--- config.mk ---
export PLATFORM = sky130hd
export DESIGN_NAME = uart_rx_param
export DESIGN_NICKNAME = d
export VERILOG_FILES = /design/src/rtl/uart_rx_param.sv
export SDC_FILE = /design/constraint.sdc
export NUM_CORES = 1
export LEC_CHECK = 0
export BUFFER_PORTS_ARGS = -buffer_cell sky130_fd_sc_hd__buf_2
export CAP_MARGIN = 5
export CORE_MARGIN = 2
export CORE_UTILIZATION = 45
export CTS_CLUSTER_SIZE = 25
export DETAILED_ROUTE_END_ITERATION = 8
export PLACE_DENSITY = 0.76
export SYNTH_ARGS = -nofsm -noshare
export SYNTH_HDL_FRONTEND = slang
export SYNTH_SLANG_ARGS = --single-unit
--- constraint.sdc ---
create_clock -name clk -period 3.5 [get_ports clk]
set_input_delay 0.7 -clock clk [delete_from_list [all_inputs] [get_ports clk]]
set_output_delay 0.7 -clock clk [all_outputs]
set_load 0.01 [all_outputs]
--- src/rtl/uart_rx_param.sv ---
// Parametrised oversampling UART receiver with majority-vote sampling and a valid/ready output.
// Optional parity checking is enabled by defining UART_RX_PARITY_EN (adds the parity_odd port).
module uart_rx_param #(
    parameter int unsigned DIV_W       = 16,
    parameter int unsigned DATA_BITS   = 8,
    parameter int unsigned OVERSAMPLE  = 16,
    parameter int unsigned STOP_BITS   = 1,
    parameter int unsigned SYNC_STAGES = 2
) (
    input  logic                 clk,
    input  logic                 reset,
    input  logic [DIV_W-1:0]     baud_div,
    input  logic                 rxd,
`ifdef UART_RX_PARITY_EN
    input  logic                 parity_odd,
`endif
    output logic [DATA_BITS-1:0] rx_data,
    output logic                 rx_valid,
    input  logic                 rx_ready,
    output logic                 frame_err,
    output logic                 parity_err,
    output logic                 overrun,
    output logic                 busy
);

    localparam int unsigned SAMP_W = $clog2(OVERSAMPLE);
    localparam int unsigned MID    = OVERSAMPLE / 2;
    localparam int unsigned BIT_W  = $clog2(DATA_BITS + 1);

    typedef enum logic [2:0] {
        ST_IDLE,
        ST_START,
        ST_DATA,
        ST_PARITY,
        ST_STOP
    } state_t;

    state_t                 state_q, state_d;
    logic [SYNC_STAGES-1:0] sync_q;
    logic                   rxd_s;
    logic [DIV_W-1:0]       div_cnt;
    logic [SAMP_W-1:0]      samp_cnt;
    logic [BIT_W-1:0]       bit_cnt;
    logic                   smp_a, smp_b;
    logic [DATA_BITS-1:0]   shift_q;
    logic                   ferr_q;
    logic                   armed_q;

    logic tick_c, at_m1_c, at_m_c, at_vote_c, at_end_c, vote_c;
    logic last_data_c, last_stop_c, start_c, done_c;

    assign rxd_s = sync_q[SYNC_STAGES-1];

    // Tick and sample-point decode; >= keeps the divider from running away if baud_div shrinks
    assign tick_c      = (div_cnt >= baud_div);
    assign at_m1_c     = tick_c && (samp_cnt == SAMP_W'(MID - 1));
    assign at_m_c      = tick_c && (samp_cnt == SAMP_W'(MID));
    assign at_vote_c   = tick_c && (samp_cnt == SAMP_W'(MID + 1));
    assign at_end_c    = tick_c && (samp_cnt == SAMP_W'(OVERSAMPLE - 1));
    assign vote_c      = (smp_a & smp_b) | (smp_a & rxd_s) | (smp_b & rxd_s);
    assign last_data_c = (bit_cnt == BIT_W'(DATA_BITS - 1));
    assign last_stop_c = (bit_cnt == BIT_W'(STOP_BITS - 1));

    // State register
    always_ff @(posedge clk) begin
        if (reset) begin
            state_q <= ST_IDLE;
        end else begin
            state_q <= state_d;
        end
    end

    // Next-state decode and frame strobes
    always_comb begin
        state_d = state_q;
        start_c = 1'b0;
        done_c  = 1'b0;
        case (state_q)
            ST_IDLE: begin
                if (armed_q && !rxd_s) begin
                    state_d = ST_START;
                    start_c = 1'b1;
                end
            end
            ST_START: begin
                if (at_vote_c && vote_c) begin
                    state_d = ST_IDLE;
                end else if (at_end_c) begin
                    state_d = ST_DATA;
                end
            end
            ST_DATA: begin
                if (at_end_c && last_data_c) begin
`ifdef UART_RX_PARITY_EN
                    state_d = ST_PARITY;
`else
                    state_d = ST_STOP;
`endif
                end
            end
`ifdef UART_RX_PARITY_EN
            ST_PARITY: begin
                if (at_end_c) begin
                    state_d = ST_STOP;
                end
            end
`endif
            ST_STOP: begin
                if (at_vote_c && last_stop_c) begin
                    state_d = ST_IDLE;
                    done_c  = 1'b1;
                end
            end
            default: state_d = ST_IDLE;
        endcase
    end

    // Synchroniser, tick divider, sample/bit counters and receive shift register
    always_ff @(posedge clk) begin
        if (reset) begin
            sync_q   <= '1;
            div_cnt  <= '0;
            samp_cnt <= '0;
            bit_cnt  <= '0;
            smp_a    <= 1'b1;
            smp_b    <= 1'b1;
            shift_q  <= '0;
            ferr_q   <= 1'b0;
            armed_q  <= 1'b0;
        end else begin
            sync_q <= {sync_q[SYNC_STAGES-2:0], rxd};

            if (start_c || tick_c) begin
                div_cnt <= '0;
            end else begin
                div_cnt <= div_cnt + DIV_W'(1);
            end

            if (start_c) begin
                samp_cnt <= '0;
            end else if (tick_c) begin
                samp_cnt <= at_end_c ? '0 : samp_cnt + SAMP_W'(1);
            end

            if (state_d != state_q) begin
                bit_cnt <= '0;
            end else if (at_end_c) begin
                bit_cnt <= bit_cnt + BIT_W'(1);
            end

            if (at_m1_c) smp_a <= rxd_s;
            if (at_m_c)  smp_b <= rxd_s;

            if (state_q == ST_DATA && at_vote_c) begin
                shift_q <= {vote_c, shift_q[DATA_BITS-1:1]};
            end

            if (start_c) begin
                ferr_q <= 1'b0;
            end else if (state_q == ST_STOP && at_vote_c && !vote_c) begin
                ferr_q <= 1'b1;
            end

            // Re-arm only after a high level has been seen while sitting in IDLE
            armed_q <= (state_q == ST_IDLE) && (state_d == ST_IDLE) && (armed_q || rxd_s);
        end
    end

`ifdef UART_RX_PARITY_EN
    logic perr_q;

    always_ff @(posedge clk) begin
        if (reset) begin
            perr_q <= 1'b0;
        end else if (start_c) begin
            perr_q <= 1'b0;
        end else if (state_q == ST_PARITY && at_vote_c) begin
            perr_q <= vote_c ^ (^shift_q) ^ parity_odd;
        end
    end

    always_ff @(posedge clk) begin
        if (reset) begin
            parity_err <= 1'b0;
        end else if (done_c && (!rx_valid || rx_ready)) begin
            parity_err <= perr_q;
        end
    end
`else
    assign parity_err = 1'b0;
`endif

    // Output holding register with overrun detection
    always_ff @(posedge clk) begin
        if (reset) begin
            rx_data   <= '0;
            rx_valid  <= 1'b0;
            frame_err <= 1'b0;
            overrun   <= 1'b0;
            busy      <= 1'b0;
        end else begin
            overrun <= 1'b0;
            busy    <= (state_d != ST_IDLE);
            if (done_c) begin
                if (!rx_valid || rx_ready) begin
                    rx_data   <= shift_q;
                    frame_err <= ferr_q | ~vote_c;
                    rx_valid  <= 1'b1;
                end else begin
                    overrun <= 1'b1;
                end
            end else if (rx_valid && rx_ready) begin
                rx_valid <= 1'b0;
            end
        end
    end

endmodule

==> results.cfg <==
[cells_and_area]
nets = 393
multiInputGateArea_sq_um = 1670
fin_util_pct = 51.1
diodes = 0
drive_gt1_share_pct = 16.8
seq_area_sq_um = 1060
area.growth.synth_to_final_pct = 11.3
stdcell_area_sq_um = 3210
fill_cells = 604

[floorplanning]
initial_utilization_pct = 45.9
die_w_um = 84.0
rows = 29
core_sq_um = 6280
die_area_sq_um = 7060
die_h_um = 84.0
io_pins = 33

[grt]
grt_pass1_wl_um = 9430
grt_pass1_vias = 2145
grtUsageTotal_pct = 16.1
antenna_found_initial = 0
overflow = 0
grt_max_degree = 27

[timing]
setup_viol = 0
min_period_over_period_pct = 75.0
hold_violations = 0
rsz0062_at_grt = false
worst_slew_pin_slew_ns = 0.723
report.final.slew_viol_count = 0
max_freq_mhz = 381
period_minus_slack_ns = 2.63
relSlewSlack_pct = 51.4
fin_worst_skew_ns = 0.00692
setup-tns-final_ns = 0

[place]
gp_congestion = 0.778
hpwl_um = 4090
dpl_cell_area_sq_um = 3090
portBuffers = 31

[synth]
ys_types = 56
synth.most_common_cell = dfxtp_1
ys_warn_count = 0
syn_avg_cell_area_sq_um = 8.95
synth_ff_type = dfxtp_1
mappedNetlistNets = 364
netlist_area_sq_um = 2880
synth_edf_count = 0
synth_cells = 322
yosys_register_bits = 53
yosysTopAreaCell = dfxtp_1
synth_top_cell_area_share_pct = 36.8
synthTopCellsByArea = dfxtp_1, ha_1, nor2_1, mux2i_1, nand3_1
synth_common_cells = dfxtp_1, nor2_1, inv_1
yosysSeqAreaShare_pct = 36.8
async_flop_share_pct = 0

[setup_path]
r2r-end = div_cnt[7]$_SDFF_PP0_
reg2reg_setup_slack_ns = 0.93
reg2reg_depth = 9
crit_path_end_kind = flop
cp.arrival_ns = 2.83
worstSetupPathType = input pin to flop
cp_max_fo = 11
cp-start-kind = input pin
startpoint = baud_div[15]
crit_required_ns = 3.70
worstReg2RegStart = div_cnt[0]$_SDFF_PP0_

[hold_path]
hold_path_depth = 1
holdCritPathClass = flop to flop
min-delay-start = sync_q[0]$_SDFF_PP1_
min_to = sync_q[1]$_SDFF_PP1_

[route]
drtIter0Drc = 104
drt-total-wl_um = 5420
drtAntennaViolNets = 0
vias_per_cell = 5.42
dr.pass1.iters = 4
vias = 2324
wl_per_cell_um = 12.6
route.detailed.drc = 0

[clocking]
clk_latency_ns = 0.31
clockBufferDepth = 2
cts-root-buf = clkbuf_8
cts_setup_buffers = 0
cts_sinks = 53
numCtsBuffers = 5
holdBufCountCts = 0
clkTransAtPathRegs_ns = 0.09
cts_tree = built
htree_levels = 2
cts_resized = 0

[job]
drv_cap = 0

[run_status]
status = finished, final reports clean

[power_and_ir_drop]
ir_worst_vdd_mv = 0.227
leakage_nw = 1.41
power.density_nw_per_um2 = 345
-- power breakdown --
| group | total [mW] | internal, mW | switching, mW |
|---|---|---|---|
| registers | 0.615 | 0.609 | 0.00624 |
| clock network | 0.423 | 0.233 | 0.190 |
| logic | 0.0694 | 0.0324 | 0.0369 |
-- sequential cells by signal (all words and copies together) (netlist names) --
signal	count
div_cnt	16
rx_valid	1
state_q	3
ferr_q	1
samp_cnt	4
shift_q	8
overrun	1
sync_q	2
bit_cnt	4
armed_q	1
smp_a	1
rx_data	8
smp_b	1
frame_err	1
busy	1
-- metal layers --
layer	GRT usage [%]	part of all wire, %
met3	2.97	4.5
met5	0	0
met1	20.1	46
met4	4.84	1.0
met2	28.0	49
-- kinds of logic (layout without fill, tap and decap cells) --
group	Yosys count	in the layout	synth area share, %
flops	53	53	36.8
mux	14	14	4.86
xor+xnor	16	16	4.86
compound gates	60	60	15.8
other cells	1	1	0.130
simple gates	119	119	22.2
buf+inv	36	66	5.43
fa+ha+maj	23	23	9.90
-- worst max path at each step --
stage	end	slack, ns	cells past startpoint
finish	smp_a$_SDFFE_PP1P_	0.87	9
global placement	smp_a$_SDFFE_PP1P_	0.61	9
detailed placement	smp_a$_SDFFE_PP1P_	0.54	9
CTS	smp_a$_SDFFE_PP1P_	0.86	9
floorplan	smp_a$_SDFFE_PP1P_	0.93	8
global route	div_cnt[7]$_SDFF_PP0_	0.70	9
-- cell type report --
type | instances | share of cell area, %
repair buffers | 33 | 5.30
clock buffers | 7 | 2.69
flip-flops and latches | 53 | 33.1
inverters | 25 | 2.93
clock inverters | 1 | 0.936
multi-input cells | 233 | 52.1
well taps | 77 | 3.00
-- cells in the final DEF (no fill, tap or decap), drive strengths merged, types with 6 or more instances in the layout --
cell type,netlist,final
a21oi,18,18
and3,8,8
buf,7,33
clkbuf,4,7
dfxtp,53,53
ha,22,22
inv,25,25
mux2i,14,14
nand2,11,11
nand3,21,21
nand4,8,8
nor2,42,42
nor3,8,8
o21ai,17,17
xnor2,6,6
xor2,10,10
-- through the flow --
step                hold slack, ns  power (mW)  std cells  setup slack [ns]
floorplan                    0.389       0.678        322             0.933
global placement             0.397       0.697        421             0.615
detailed placement           0.403       0.699        421             0.541
CTS                          0.426        1.12        429             0.864
global route                 0.446        1.15        429             0.696
finish                       0.426        1.11        429             0.874
-- critical path, cell delays in order --
cell and delay [ns]:
buf_2 0.08, inv_1 0.04, ha_1 0.33, nand4_2 0.14, nor3_2 0.20, and2_1 0.51
or3_1 0.39, a21boi_1 0.11, a311o_1 0.33
No activity file was read; power rests on OpenSTA's default activity.
